`src/rtl/router_output_arbiter_pkg.sv`:
```
`default_nettype none
// ============================================================================
// Package     : router_output_arbiter_pkg
// Description : Shared types and helpers for the router output-port arbiter.
// Revision    : 1.0 - initial release
// ============================================================================
package router_output_arbiter_pkg;

    // The arbiter is built for exactly four requesters (proc + three ports).
    localparam int ARB_NIN    = 4;
    localparam int ARB_FLIT_W = 32;

    typedef enum logic [0:0] {
        IDLE = 1'b0,
        LOCK = 1'b1
    } arb_state_e;

    typedef logic [1:0]            port_idx_t;
    typedef logic [ARB_FLIT_W-1:0] flit_t;

    // Index of the input after idx; the 2-bit type wraps 3 -> 0 on its own.
    function automatic port_idx_t next_idx(input port_idx_t idx);
        return idx + 2'd1;
    endfunction

endpackage
`default_nettype wire

```
`src/rtl/router_output_arbiter_rr_pick.sv`:
```
`default_nettype none
// ============================================================================
// Module      : router_output_arbiter_rr_pick
// Description : Combinational round-robin picker. Returns the first asserted
//               request found scanning ptr, ptr+1, ... modulo NIN.
// Revision    : 1.0 - initial release
// ============================================================================
module router_output_arbiter_rr_pick
    import router_output_arbiter_pkg::*;
#(
    parameter int NIN = ARB_NIN
) (
    input  logic [NIN-1:0] req,
    input  port_idx_t      ptr,
    output logic [NIN-1:0] gnt_onehot,
    output port_idx_t      gnt_idx,
    output logic           any
);

    // Walk the request vector starting at ptr and keep the first hit.
    always_comb begin
        port_idx_t cand;
        gnt_onehot = '0;
        gnt_idx    = ptr;
        any        = 1'b0;
        cand       = ptr;
        for (int k = 0; k < NIN; k++) begin
            cand = ptr + port_idx_t'(k);
            if (!any && req[cand]) begin
                any     = 1'b1;
                gnt_idx = cand;
            end
        end
        gnt_onehot[gnt_idx] = any;
    end

endmodule
`default_nettype wire

```
`src/rtl/router_output_arbiter.sv`:
```
`default_nettype none
// ============================================================================
// Module      : router_output_arbiter
// Description : Per-output-port wormhole arbiter. Round-robin grant among four
//               inputs, grant held from head flit to tail flit, credit-based
//               flow control towards the downstream router, one-cycle
//               registered output stage.
//               Optional feature macro ARB_STATS_EN adds per-input 16-bit
//               packet (head-grant) counters on port grant_cnt.
// Revision    : 1.0 - initial release
// ============================================================================
module router_output_arbiter
    import router_output_arbiter_pkg::*;
#(
    parameter int N       = 32,
    parameter int NIN     = ARB_NIN,
    parameter int CREDITS = 4
) (
    input  logic             clk,
    input  logic             rst,          // asynchronous, active-low
    input  logic [NIN-1:0]   in_valid,
    input  logic [NIN*N-1:0] in_flit,
    input  logic [NIN-1:0]   in_tail,
    output logic [NIN-1:0]   in_ready,
    output logic             out_valid,
    output logic [N-1:0]     out_flit,
    output logic             out_tail,
    input  logic             credit_in,
    output logic [1:0]       grant_id,
    output logic             busy,
    output logic             credit_err
`ifdef ARB_STATS_EN
    ,
    output logic [NIN*16-1:0] grant_cnt
`endif
);

    localparam logic [3:0] CREDIT_FULL = 4'(CREDITS);

    arb_state_e     state_q,      state_d;
    port_idx_t      rr_ptr_q,     rr_ptr_d;
    port_idx_t      owner_q,      owner_d;
    logic [3:0]     credits_q,    credits_d;
    logic           credit_err_q, credit_err_d;
    logic           out_valid_q,  out_valid_d;
    logic [N-1:0]   out_flit_q,   out_flit_d;
    logic           out_tail_q,   out_tail_d;

    logic [NIN-1:0] pick_onehot;
    port_idx_t      pick_idx;
    logic           pick_any;

    logic           can_send;
    logic           accept;
    port_idx_t      sel;
    logic [NIN-1:0] ready_raw;
    logic [N-1:0]   sel_flit;

    assign can_send = (credits_q != 4'd0);

    router_output_arbiter_rr_pick #(
        .NIN        (NIN)
    ) u_rr_pick (
        .req        (in_valid),
        .ptr        (rr_ptr_q),
        .gnt_onehot (pick_onehot),
        .gnt_idx    (pick_idx),
        .any        (pick_any)
    );

    // Arbitration FSM: pick a new owner in IDLE, follow only the owner in LOCK.
    always_comb begin
        state_d   = state_q;
        rr_ptr_d  = rr_ptr_q;
        owner_d   = owner_q;
        accept    = 1'b0;
        sel       = owner_q;
        ready_raw = '0;
        case (state_q)
            IDLE: begin
                if (can_send && pick_any) begin
                    accept    = 1'b1;
                    sel       = pick_idx;
                    ready_raw = pick_onehot;
                    owner_d   = pick_idx;
                    if (in_tail[pick_idx]) begin
                        rr_ptr_d = next_idx(pick_idx);
                    end else begin
                        state_d  = LOCK;
                    end
                end
            end
            LOCK: begin
                if (can_send && in_valid[owner_q]) begin
                    accept             = 1'b1;
                    ready_raw[owner_q] = 1'b1;
                    if (in_tail[owner_q]) begin
                        state_d  = IDLE;
                        rr_ptr_d = next_idx(owner_q);
                    end
                end
            end
            default: state_d = IDLE;
        endcase
    end

    assign sel_flit = in_flit[int'(sel)*N +: N];

    // Credit counter and sticky overflow flag; simultaneous accept and return cancel.
    always_comb begin
        credits_d    = credits_q;
        credit_err_d = credit_err_q;
        case ({accept, credit_in})
            2'b10: credits_d = credits_q - 4'd1;
            2'b01: begin
                if (credits_q == CREDIT_FULL) begin
                    credit_err_d = 1'b1;
                end else begin
                    credits_d = credits_q + 4'd1;
                end
            end
            default: credits_d = credits_q;
        endcase
    end

    // Output stage: register the accepted flit; valid drops when nothing was taken.
    always_comb begin
        out_valid_d = accept;
        out_flit_d  = accept ? sel_flit : out_flit_q;
        out_tail_d  = accept & in_tail[sel];
    end

    // State, credit and output registers.
    always_ff @(posedge clk or negedge rst) begin
        if (!rst) begin
            state_q      <= IDLE;
            rr_ptr_q     <= '0;
            owner_q      <= '0;
            credits_q    <= CREDIT_FULL;
            credit_err_q <= 1'b0;
            out_valid_q  <= 1'b0;
            out_flit_q   <= '0;
            out_tail_q   <= 1'b0;
        end else begin
            state_q      <= state_d;
            rr_ptr_q     <= rr_ptr_d;
            owner_q      <= owner_d;
            credits_q    <= credits_d;
            credit_err_q <= credit_err_d;
            out_valid_q  <= out_valid_d;
            out_flit_q   <= out_flit_d;
            out_tail_q   <= out_tail_d;
        end
    end

    // in_ready is combinational, so it is gated by reset to read 0 while held.
    assign in_ready   = rst ? ready_raw : '0;
    assign out_valid  = out_valid_q;
    assign out_flit   = out_flit_q;
    assign out_tail   = out_tail_q;
    assign grant_id   = owner_q;
    assign busy       = (state_q == LOCK);
    assign credit_err = credit_err_q;

`ifdef ARB_STATS_EN
    logic head_grant;
    assign head_grant = accept && (state_q == IDLE);

    for (genvar gi = 0; gi < NIN; gi++) begin : g_stats
        logic [15:0] cnt_q, cnt_d;

        // Count head-flit grants to this input; wraps naturally at 16 bits.
        always_comb begin
            cnt_d = cnt_q;
            if (head_grant && (sel == port_idx_t'(gi))) begin
                cnt_d = cnt_q + 16'd1;
            end
        end

        // Packet counter register.
        always_ff @(posedge clk or negedge rst) begin
            if (!rst) begin
                cnt_q <= '0;
            end else begin
                cnt_q <= cnt_d;
            end
        end

        assign grant_cnt[gi*16 +: 16] = cnt_q;
    end
`endif

endmodule
`default_nettype wire

```
`config.mk`:
```
export PLATFORM = sky130hd
export DESIGN_NAME = router_output_arbiter
export DESIGN_NICKNAME = d
export VERILOG_FILES = /design/src/rtl/router_output_arbiter_pkg.sv /design/src/rtl/router_output_arbiter_rr_pick.sv /design/src/rtl/router_output_arbiter.sv
export SDC_FILE = /design/constraint.sdc
export NUM_CORES = 1
export LEC_CHECK = 0
export CAP_MARGIN = 0
export CORE_ASPECT_RATIO = 0.8
export CORE_UTILIZATION = 39
export DETAILED_ROUTE_END_ITERATION = 7
export PLACE_DENSITY = 0.83
export RECOVER_POWER = 25
export SETUP_SLACK_MARGIN = 0.5
export SLEW_MARGIN = 10
export SYNTH_ARGS = -nofsm -noshare
export SYNTH_HDL_FRONTEND = slang
export SYNTH_SLANG_ARGS = --single-unit
```
`constraint.sdc`:
```
create_clock -name clk -period 9.4 [get_ports clk]
set_clock_uncertainty 0.05 [all_clocks]
set_input_delay 0.94 -clock clk [delete_from_list [all_inputs] [get_ports clk]]
set_output_delay 0.94 -clock clk [all_outputs]
set_load 0.02 [all_outputs]
```
Word-level counts from Yosys, hierarchy flattened
Index checks and enable logic that the tools add are counted.

storage, ports and cells
  flip-flop bits (word level) = 44

operators by class
  add/sub/neg operators = 7
  magnitude comparators = 9
  equality and inequality tests = 8
  shift operators = 1
  multiplexer cells = 48
  bitwise gates (word level) = 3
  reduce and logical (&&, ||, !) cells = 15

operators with widths
  kind                                                               count
  indexed part select 128 x 8 -> 32 bit                              1
  less-than comparator 2 x 3 -> 1 bit, second input constant         7
  2-to-1 mux 1 bit                                                   20
  2-to-1 mux 2 bit                                                   9
  binary-select mux 1 bit (select 2 bit)                             8
  2-to-1 mux 4 bit                                                   4
  case mux 4 bit (2 select lines)                                    2
  logical AND 1 bit                                                  7
  adder 2 x 1 -> 2 bit, second input constant                        3
  inequality test 2 bit, second input constant                       3
  adder 2 bit, second input constant                                 2
  adder 4 x 1 -> 4 bit, second input constant                        1
  bitwise AND 4 bit                                                  1
  demux 1 bit (select 2 bit)                                         2
  equality test 4 x 3 -> 1 bit, second input constant                1
  greater-or-equal comparator 2 x 1 -> 1 bit, second input constant  2
  inequality test 2 x 1 -> 1 bit, second input constant              2
  case mux 1 bit (2 select lines)                                    2
  case mux 2 bit (2 select lines)                                    1
  AND reduction 2 bit                                                2
  AND reduction 4 bit                                                1
  nonzero test 4 bit                                                 1
  subtractor 4 x 1 -> 4 bit, second input constant                   1
  logical NOT 1 bit                                                  3
  5 further kinds                                                    5

Longest topological paths before layout
  word-level depth = 20
  depth in mapped cells = 13
  depth with buffers taken out = 10

Cells and area by module
A second synthesis with hierarchy kept.

second synthesis, totals
  cell total of the unflattened synthesis = 361
  area, all modules = 3179.3 sq um

modules (own cells, without submodules)
  module                         times used  cells each  area each (sq um)  sequential area each (sq um)
  router_output_arbiter          1           331         2992.9             1102.3
  router_output_arbiter_rr_pick  1           30          186.4              0.0

Least setup slack after synthesis
Ideal clock, no wire load.

  path kind = in2out
  from = in in_valid[2]
  to = out in_ready[2]
  arrival = 2.498 ns
  path slack = 5.912 ns
  stages = 5
  path buffers = 0
  path through = or2b_2 a21oi_1 nor3_2 mux2_2 nor3_1

between the ends
  word-level cells in the longest chain between the ends = 20
  elaborated cells on any way between the ends = 35
  those cells by class = 2 x order compare; 23 x mux; 1 x bitwise; 9 x reduce/logical

RTL lines
  what                                                                                                                            RTL line                             RTL
  from (decl)                                                                                                                     router_output_arbiter.sv:21          input logic [NIN-1:0] in_valid,
  binary-select mux 1 bit (select 2 bit)                                                                                          router_output_arbiter_rr_pick.sv:29  if (!any && req[cand]) begin
  2-to-1 mux 1 bit (implied by the code)                                                                                          router_output_arbiter_rr_pick.sv:29
  2-to-1 mux 1 bit                                                                                                                router_output_arbiter_rr_pick.sv:29
  logical NOT 1 bit                                                                                                               router_output_arbiter_rr_pick.sv:29
  logical AND 1 bit                                                                                                               router_output_arbiter_rr_pick.sv:29
  2-to-1 mux 1 bit                                                                                                                router_output_arbiter_rr_pick.sv:29
  logical NOT 1 bit                                                                                                               router_output_arbiter_rr_pick.sv:29
  logical AND 1 bit                                                                                                               router_output_arbiter_rr_pick.sv:29
  [4 not listed]                                                                                                                  --
  less-than comparator 2 x 3 -> 1 bit (implied by the code) / greater-or-equal comparator 2 x 1 -> 1 bit (equally long branches)  router_output_arbiter_rr_pick.sv:34  gnt_onehot[gnt_idx] = any;
  logical AND 1 bit (implied by the code)                                                                                         router_output_arbiter_rr_pick.sv:34
  2-to-1 mux 1 bit (implied by the code)                                                                                          router_output_arbiter_rr_pick.sv:34
  demux 1 bit (select 2 bit)                                                                                                      --
  bitwise AND 4 bit (no line)                                                                                                     --
  2-to-1 mux 4 bit                                                                                                                router_output_arbiter.sv:81          if (can_send && pick_any) begin
  case mux 4 bit (2 select lines) *                                                                                               router_output_arbiter.sv:79          case (state_q)
  2-to-1 mux 4 bit *                                                                                                              router_output_arbiter.sv:157         assign in_ready = rst ? ready_raw : '0;
  to (decl)                                                                                                                       router_output_arbiter.sv:24          output logic [NIN-1:0] in_ready,

Mark *: on every way between the ends. The rest lies on a longest branch, timed or not. The select of a mux whose other input is x is not followed.

Worst setup path in the final report
  from = in rst
  to = out in_ready[2]

between the ends
  word-level cells in the longest chain between the ends = 1

RTL lines
  what              RTL line                      RTL
  from (decl)       router_output_arbiter.sv:20   input logic rst,
  2-to-1 mux 4 bit  router_output_arbiter.sv:157

Every way passes these cells.

==> results.ini <==
[run_status]
outcome=finished with violations
failed_checks=capacitance limit, slew limit

[setup_path]
worstPathMaxFanout=47
start_kind=input pin
critical_path_arrival_ns=3.88
cpLargestDelayFamily=buffers and inverters
crit_type=in2out
required_ns=8.41
crit_buf_inv=3
cp.depth=5
cp_slowest_cell=clkbuf_1
critical_path.cell_chain=buf_2 > clkbuf_1 > nand2_1 > nor3_1 > clkdlybuf4s50_1
reg2reg_depth=10
cpPeakStageDelay_ns=1.75
cp-end-kind=output pin

[floorplan]
die_area_um2=8080
die_y_um=80.6
io_pins=181
die_w_um=100
initial_utilization_pct=40.6
core_region_area_um2=7430
num_rows=28

[route]
detail_route.iter0.violations=121
drcViolationCount=0
ant_nets=0
drt-total-wl_um=9570
drt-wirelength-per-cell_um=17.2
vias_per_cell=5.34
first_pass_iters=4
vias=2967

[synth]
ys_seq_area_share_pct=36.6
syn_avg_cell_area_um2=10.6
synth_area_um2=3010
ys_types=49
synth_nets=425
ys_seq_elements=44
syn_inst=283
yosysWarnings=0

[sta]
fin_ws_ns=4.53
max_slew_margin_pct=-64.8
hold_violations=0
setup_viol=0
worst_pin_slew_ns=2.47
finalCritPeriodShare_pct=51.8
finalSetupTns_ns=0
min_period_ns=4.87
fin_hold_ws_ns=0.441
grt_setup_unrepaired=false
finalMaxSlewViolations=48
fmax_ghz=0.205

[global_routing]
grt_use_total_pct=23.0
grt_pass1_wl_um=14500
globalRouteOverflowTotal=0
grt_antenna_before_repair=0
grt_max_degree=66
grt_pass1_vias=2868

[clock_network]
cts_root_buffer=clkbuf_8
cts_buffers=5
clk_latency_ns=0.29
cts_buffer_depth=2
post_cts_buffers=0
ctsResizeCount=0
path_clk_slew_ns=0.08
cts.sinks=44
ctsHoldBuffers=0
cts_max_level=2
cts_tree=done

[pwr]
p_leak_nw=2.06
seqPwrFrac_pct=22.6
pwr-share-comb_pct=65.7
swShare_pct=43.3
p_int_uw=966
p_per_area_nw_per_um2=344
power_frac_clock_pct=11.7
switchingPower_uw=736
ir_worst_vdd_mv=0.334

[final_layout]
diodes=0
seqCellArea_um2=1100
fillers=597
layout-drive-gt1-share_pct=7.54
multiInputGateArea_um2=1750
layout_common_cells=179 x clkdlybuf4s50_1, 70 x mux2i_1, 43 x nand2_1, 43 x dfrtp_1, 32 x o221ai_1
fin_nets=592
layout_commonest_cell=clkdlybuf4s50_1
syn2layout_area_growth_pct=64.4

[hold_path]
worst_hold_path_type=reg2reg
hold_depth=2

[run]
cap_violations=1

[place]
place_ws_ns=4.82
dp_hpwl_um=7310
port_buffers=180
place_congestion=0.844

path summary, 6_finish.rpt:
check                                         startpoint                  endpoint  slack [ns]
min in group asynchronous                            rst  credits_q[3]$_DFFE_PN0P_        1.45
worst min register to register  out_flit[15]$_DFFE_PN0P_  out_flit[15]$_DFFE_PN0P_        0.44
worst min-delay path            out_flit[15]$_DFFE_PN0P_  out_flit[15]$_DFFE_PN0P_        0.44
max in group asynchronous                            rst   rr_ptr_q[1]$_DFFE_PN0P_        6.45
worst max register to register     grant_id[0]$_DFF_PN0_  credits_q[3]$_DFFE_PN0P_        5.95
worst max-delay path                                 rst               in_ready[2]        4.53
worst reg2reg max path, delay by kind of cell (launching register included):
family	cells	cell delay (ns)
flops	1	0.61
compound gates	4	1.05
mux	1	0.64
fa+ha+maj	1	0.32
simple gates	3	0.54
xor+xnor	1	0.14
per-stage QoR:
| stage | instance area [um^2] | util (%) | std cells | power (mW) |
|---|---|---|---|---|
| after floorplan | 3010 | - | 283 | 1.17 |
| after global placement | 4800 | 64.6 | 548 | 1.49 |
| after detailed placement | 4800 | 64.6 | 548 | 1.52 |
| after CTS | 4960 | 66.7 | 556 | 1.72 |
| after global routing | 4950 | 66.7 | 556 | 1.81 |
| final | 4950 | 66.7 | 556 | 1.70 |
cell usage after synthesis (all sizes together):
master / n / area share (%)
mux2i: 70 / 23
dfrtp: 43 / 36
nand2: 43 / 5.4
o221ai: 32 / 9.3
clkbuf: 11 / 2.4
buf: 10 / 2.7
nor3: 7 / 1.3
a21oi: 5 / 0.83
mux2: 5 / 2.0
nor2: 5 / 0.71
nand3: 4 / 0.66
a21o: 3 / 0.83
inv: 3 / 0.37
nor4: 3 / 1.1
o21ai: 3 / 0.50
or2b: 3 / 0.87
xnor2: 3 / 0.87
and2b: 2 / 0.58
ha: 2 / 0.83
mux4: 2 / 1.5
o21a: 2 / 0.50
o31ai: 2 / 0.50
o41ai: 2 / 1.2
or2: 2 / 0.42
xor2: 2 / 0.58
a2111oi: 1 / 0.33
a211oi: 1 / 0.25
a22oi: 1 / 0.25
a31oi: 1 / 0.21
a41o: 1 / 0.33
and2: 1 / 0.21
and3: 1 / 0.25
dfstp: 1 / 0.87
fa: 1 / 0.66
nor3b: 1 / 0.25
o22a: 1 / 0.33
o22ai: 1 / 0.21
o32ai: 1 / 0.54
or3: 1 / 0.37
metal layers:
| layer | part of all wire (%) | routed length, um | up-vias | GRT usage (%) |
|---|---|---|---|---|
| met2 | 49 | 4720 | 130 | 40.6 |
| li1 | - | - | 1412 | - |
| met1 | 42 | 3980 | 1417 | 28.5 |
| met5 | 0 | 0 | - | 0 |
| met3 | 8.3 | 799 | 8 | 6.53 |
| met4 | 0.73 | 70 | 0 | 3.04 |
cells by family (layout without fill, tap and decap cells):
kind of cell	Yosys count	count (layout)	synth area share (%)
muxes	77	77	26.7
and+or+nand+nor	73	73	12.1
AOI/OAI and AO/OA	57	57	16.1
DFF	44	44	36.6
buffers and inverters	24	192	5.48
xor gates and xnor gates	5	5	1.45
adders and majority gates	3	3	1.49
final cells by class:
type	count	share of cell area (%)
timing repair buffer	181	36.3
multi-input combinational	215	35.3
sequential	44	22.3
tap	105	2.65
clock inverter	3	1.82
clock buffer	5	1.39
inverter	3	0.227
sequential cells by signal, summed over array words and instances (netlist names):
register / cells
grant_id: 2
out_valid: 1
credit_err: 1
credits_q: 4
out_flit: 32
busy: 1
rr_ptr_q: 2
out_tail: 1
power by group through the flow:
stage	logic (mW)	registers, mW	clock network [mW]
final	1.12	0.385	0.198
after global routing	1.21	0.396	0.212
after CTS	1.13	0.383	0.202
after detailed placement	1.13	0.387	0
after global placement	1.11	0.381	0
after floorplan	0.707	0.463	0
No activity file was read; power rests on OpenSTA's default activity.
==> RTL edit 1 (config.mk and constraints unchanged) <==
The parameter `N` goes from 32 to 48.
--- a/src/rtl/router_output_arbiter.sv
+++ b/src/rtl/router_output_arbiter.sv
@@ -13,5 +13,5 @@
     import router_output_arbiter_pkg::*;
 #(
-    parameter int N       = 32,
+    parameter int N       = 48,
     parameter int NIN     = ARB_NIN,
     parameter int CREDITS = 4
Interface: changed (resized in_flit and out_flit); port bits go from 181 to 261. The function was not compared with the original's and may differ.
==> RTL edit 1 against the unedited design <==
- power rose by 35%
- synthesized cell count rose by 36%
- cell area rose by 39%
- sequential cell count rose by 16
- area after synthesis rose by 31%
- routed wire length rose by 38%
- highest routed layer unchanged
- worst setup slack got worse by 0.85 ns
- the flow still finishes with violations (max-capacitance violations, max-slew violations)
==> RTL edit 1: results (changes against the unedited design) <==
| Metric | Value |
|---|---|
| Clock root buffer | clkbuf_16 |
| Slowest-stage cell, CP | a21o_2 |
| First-pass GRT wire length | 20500 um (+41%) |
| Max VDD drop | 0.000192 V (-43%) |
| Post-detail-place hpwl | 10000 um (+37%) |
| Layout cells sized above 1 | 0.0521 (-0.0233) |
| Final Max Slew Viols | 65 (+35%) |
| Post-place setup slack | 3.73 ns (-1.09 ns) |
| Synth area leaders | dfrtp_1, mux2i_1, o221ai_1 |
| Initial DRC count | 259 (+110%) |
| Asr flop ratio synth | 1.00 (unchanged) |
| Vias per cell | 5.38 (+0.78%) |
| DP Area | 0.00659 sq mm (+37%) |
| Yosys Warn Count | 0 (unchanged) |
| Seq/Total Area, Yosys | 0.380 (+0.0137) |
| Failing checks | max-capacitance violations, max-slew violations |
| Switching power total | 0.000998 W (+36%) |
| CP top delay family | simple AND/OR/NAND/NOR gates |
| Commonest cells in the netlist | mux2i_1, dfrtp_1, nand2_1 |
| Num CTS Buffers | 9 (+4) |
| Final wirelength | 13200 um (+38%) |
| Routability cong. | 0.924 (+9.5%) |
| Max reg flops | 48 (+50%) |
| GRT Util Overall | 0.248 (+0.0184) |
| Max FO, Critical Path | 57 (+21%) |
| Skew-Pair Late Insertion Delay | 0.31 ns (+0.02 ns) |
| Port bufs | 260 (+44%) |
| Met2 wire len | 7050 um (+49%) |
| Average wire per standard cell | 17.1 um (-0.55%) |
| Fill cell count | 767 (+28%) |
| Vias in the first global route | 4141 (+44%) |
| Pleak | 2.91 nW (+42%) |
| DRT met1 WL | 5000 um (+26%) |
| Combinational cell power | 0.00148 W (+32%) |
| Metal3 WL | 921 um (+15%) |
| Worst Tran Pin Value | 3.28 ns (+0.806 ns) |
| CP max stage delay | 0.85 ns (-0.90 ns) |
| Post-route ant nets | 0 (unchanged) |
| Outcome | finished, violations left |
| Max-cap violations | 1 (unchanged) |
| Dpl cells | 754 (+38%) |
| Mapped Nets | 592 (+39%) |
| Seq pwr share | 0.220 (-0.006) |
| Fin nets | 835 (+41%) |
| H-tree levels | 3 (+1) |
| Yosys cell types | 52 (+6.1%) |
| Syn Inst Count | 386 (+36%) |
| PnR Total Power | 0.00230 W (+35%) |
| Pin count of the biggest net entering global routing | 65 (-1.5%) |
| Clock-pin slew on the worst setup and hold paths | 0.05 ns (-0.03 ns) |
| Worst path arrival time | 4.73 ns (+0.85 ns) |
-- RTL edit 1: path summary, 6_finish.rpt --
| path | from | end | slack [ns] | depth (start not counted) |
|---|---|---|---|---|
| setup / recovery | in_valid[1] | in_ready[2] | 3.68 | 8 |
| hold / removal | out_flit[29] | out_flit[29] | 0.43 | 2 |
| hold reg to reg | out_flit[29] | out_flit[29] | 0.43 | 2 |
| max in group asynchronous | rst | out_flit[14] | 5.69 | 2 |
| min in group asynchronous | rst | grant_id[1] | 1.76 | 2 |
| setup reg to reg | grant_id[0] | credits_q[3] | 5.47 | 9 |
-- RTL edit 1: tightest hold or removal path: stages (launching register included) --
cell	delay (ns)
dfrtp_1	0.34
nand2_1	0.05
o221ai_1	0.06
-- RTL edit 1: cell type report --
class,count,area [sq um],area share
multi-input combinational,289,2280,0.331
clock buffer,10,229,0.0333
inverter,6,22.5,0.00328
tap,136,170,0.0248
timing repair buffer,263,2620,0.381
sequential,60,1500,0.219
clock inverter,6,55.1,0.00801
-- RTL edit 1: per-layer routing --
layer  GRT usage  vias to the layer above
li1            -                     1961
met5           0                        -
met1       0.275                     1975
met4      0.0693                        0
met3      0.0535                       21
met2       0.473                      184
-- RTL edit 1: kinds of logic after synthesis --
logic type | count (synthesis) | share of synthesized area
multiplexers | 104 | 0.271
adder cells (fa/ha/maj) | 3 | 0.0114
buffers and inverters | 37 | 0.0496
AND/OR/NAND/NOR | 96 | 0.110
AO/OA/AOI/OAI | 83 | 0.172
flip-flops | 60 | 0.380
XOR/XNOR | 3 | 0.00664
==> RTL edit 2 (same flow settings) <==
Made on the original files. Take the reset off `out_flit_q` and load it in a clocked block of its own.
--- a/src/rtl/router_output_arbiter.sv
+++ b/src/rtl/router_output_arbiter.sv
@@ -140,5 +140,4 @@
             credit_err_q <= 1'b0;
             out_valid_q  <= 1'b0;
-            out_flit_q   <= '0;
             out_tail_q   <= 1'b0;
         end else begin
@@ -149,7 +148,10 @@
             credit_err_q <= credit_err_d;
             out_valid_q  <= out_valid_d;
-            out_flit_q   <= out_flit_d;
             out_tail_q   <= out_tail_d;
         end
+    end
+
+    always_ff @(posedge clk) begin
+        out_flit_q <= out_flit_d;
     end
 
Behaviour: not the same (a bounded check fails within 4 cycles, from zero or initial values and one cycle with rst low).
==> RTL edit 2 against the unedited design <==
- cell area decreased by 0.20%
- sequential cell count unchanged
- area after synthesis shrank 1.1%
- maximum frequency grew 6.6%
- core utilization rose by 0.18 points
- routed wire length is 15% lower
- power fell by 5.1%
- via count is 11% lower
- critical path type unchanged
- worst setup slack gained 0.30 ns
- first-iteration DRC count grew 3.3%
- global-route usage down 2.8 points
- highest routed layer unchanged
==> RTL edit 2: results (changes against the unedited design) <==
| Metric | Value |
|---|---|
| Outcome | finished, final reports clean |
| DRT Pass-1 Iters | 5 (+1) |
| Yosys cell types | 48 (-2.0%) |
| First-pass GRT wire length | 12400 um (-15%) |
| Post-synth EDFFs | 32 (+32) |
| Vias in the first global route | 2526 (-12%) |
| Fill cell count | 606 (+1.5%) |
| Port bufs | 180 (unchanged) |
| Worst path arrival time | 3.58 ns (-0.30 ns) |
| Fin nets | 558 (-5.7%) |
| Synth area leaders | mux2i_1, edfxtp_1, dfrtp_1 |
| CP top delay family | simple AND/OR/NAND/NOR gates |
| CP max stage delay | 0.62 ns (-1.13 ns) |
| Seq/Total Area, Yosys | 0.424 (+0.0579) |
| Post-CTS Setup Bufs | 0 (unchanged) |
| Diode count | 0 (unchanged) |
| Yosys Warn Count | 0 (unchanged) |
| Post-detail-place hpwl | 6370 um (-13%) |
| Max FO, Critical Path | 6 (-87%) |
| Asr flop ratio synth | 0.273 (-0.727) |
| Slowest-stage cell, CP | clkdlybuf4s50_1 |
| Internal power | 0.000955 W (-1.1%) |
| DRT met1 WL | 3350 um (-16%) |
| Pleak | 2.01 nW (-2.5%) |
| GRT overflow | 0 (unchanged) |
| Clock root buffer | clkbuf_8 |
| Seq pwr | 0.000428 W (+11%) |
| Metal3 WL | 775 um (-3.0%) |
| Pin count of the biggest net entering global routing | 66 (unchanged) |
| Resized cells post-CTS | 0 (unchanged) |
| Final wirelength | 8160 um (-15%) |
| Clock-pin slew on the worst setup and hold paths | 0.09 ns |
| Max Buffers Root-to-Sink | 2 (unchanged) |
| Worst Tran Pin Value | 1.11 ns (-1.36 ns) |
| Via count | 2653 (-11%) |
| Antenna violations before repair | 0 (unchanged) |
| Post-place setup slack | 4.85 ns (+0.0327 ns) |
| Skew-Pair Late Insertion Delay | 0.29 ns (about the same) |
| Commonest cells in the netlist | mux2i_1, edfxtp_1, dfrtp_1 |
| HP Class | reg2reg |
| Final Max Slew Viols | 0 (-100%) |
| Max VDD drop | 0.000245 V (-27%) |
| Routability cong. | 1.03 (+22%) |
| Mapped Nets | 382 (-10%) |
| Top Layer Used | met4 |
| Initial DRC count | 125 (+3.3%) |
| H-tree levels | 2 (unchanged) |
| GRT Util Overall | 0.201 (-0.0284) |
| Met2 wire len | 3980 um (-16%) |
| Layout cells sized above 1 | 0.0528 (-0.0226) |
| Ys flop type | edfxtp_1 |
| Max reg flops | 32 (unchanged) |
| Num CTS Buffers | 5 (unchanged) |
| Clock group power | 0.000142 W (-28%) |
[RTL edit 2: area by class of cell]
class / count / area, sq um / area share
repair buffers: 182 / 1820 / 0.368
flip-flops and latches: 44 / 1260 / 0.255
clock buffers: 6 / 72.6 / 0.0147
multi-input cells: 177 / 1600 / 0.324
inverters: 6 / 22.5 / 0.00456
well taps: 105 / 131 / 0.0266
clock inverters: 2 / 35.0 / 0.00709
[RTL edit 2: stage by stage]
stage / power (W) / hold slack (ns) / instances / instance area (sq um)
after floorplan: 0.00117 / 0.420 / 240 / 2980
after global placement: 0.00148 / 0.417 / 514 / 4840
after detailed placement: 0.00150 / 0.414 / 514 / 4840
after CTS: 0.00165 / 0.447 / 522 / 4940
after global routing: 0.00172 / 0.462 / 522 / 4940
final: 0.00161 / 0.442 / 522 / 4940
[RTL edit 2: path summary, 6_finish.rpt]
path | start | to | slack [ns] | cells after the start
setup / recovery | in_valid[3] | in_ready[3] | 4.83 | 7
hold / removal | credit_err | credit_err | 0.44 | 1
setup reg to reg | credits_q[2] | out_flit[13] | 6.23 | 5
hold reg to reg | credit_err | credit_err | 0.44 | 1
max in group asynchronous | rst | grant_id[1] | 7.83 | 1
min in group asynchronous | rst | out_tail | 1.05 | 1
[RTL edit 2: metal layers]
metal,track usage,up-vias
met5,0,-
met4,0.0441,0
met3,0.0583,4
met2,0.351,135
met1,0.247,1244
li1,-,1270
[RTL edit 2: logic make-up (layout without fill, tap and decap cells)]
logic type      Yosys count  count (layout)  synth area share
flops                    44              44             0.424
simple gates             37              37            0.0693
compound gates           28              28            0.0718
buf+inv                  19             196            0.0420
xor+xnor                  4               4            0.0118
fa+ha+maj                 3               3            0.0151
mux                     105             105             0.366
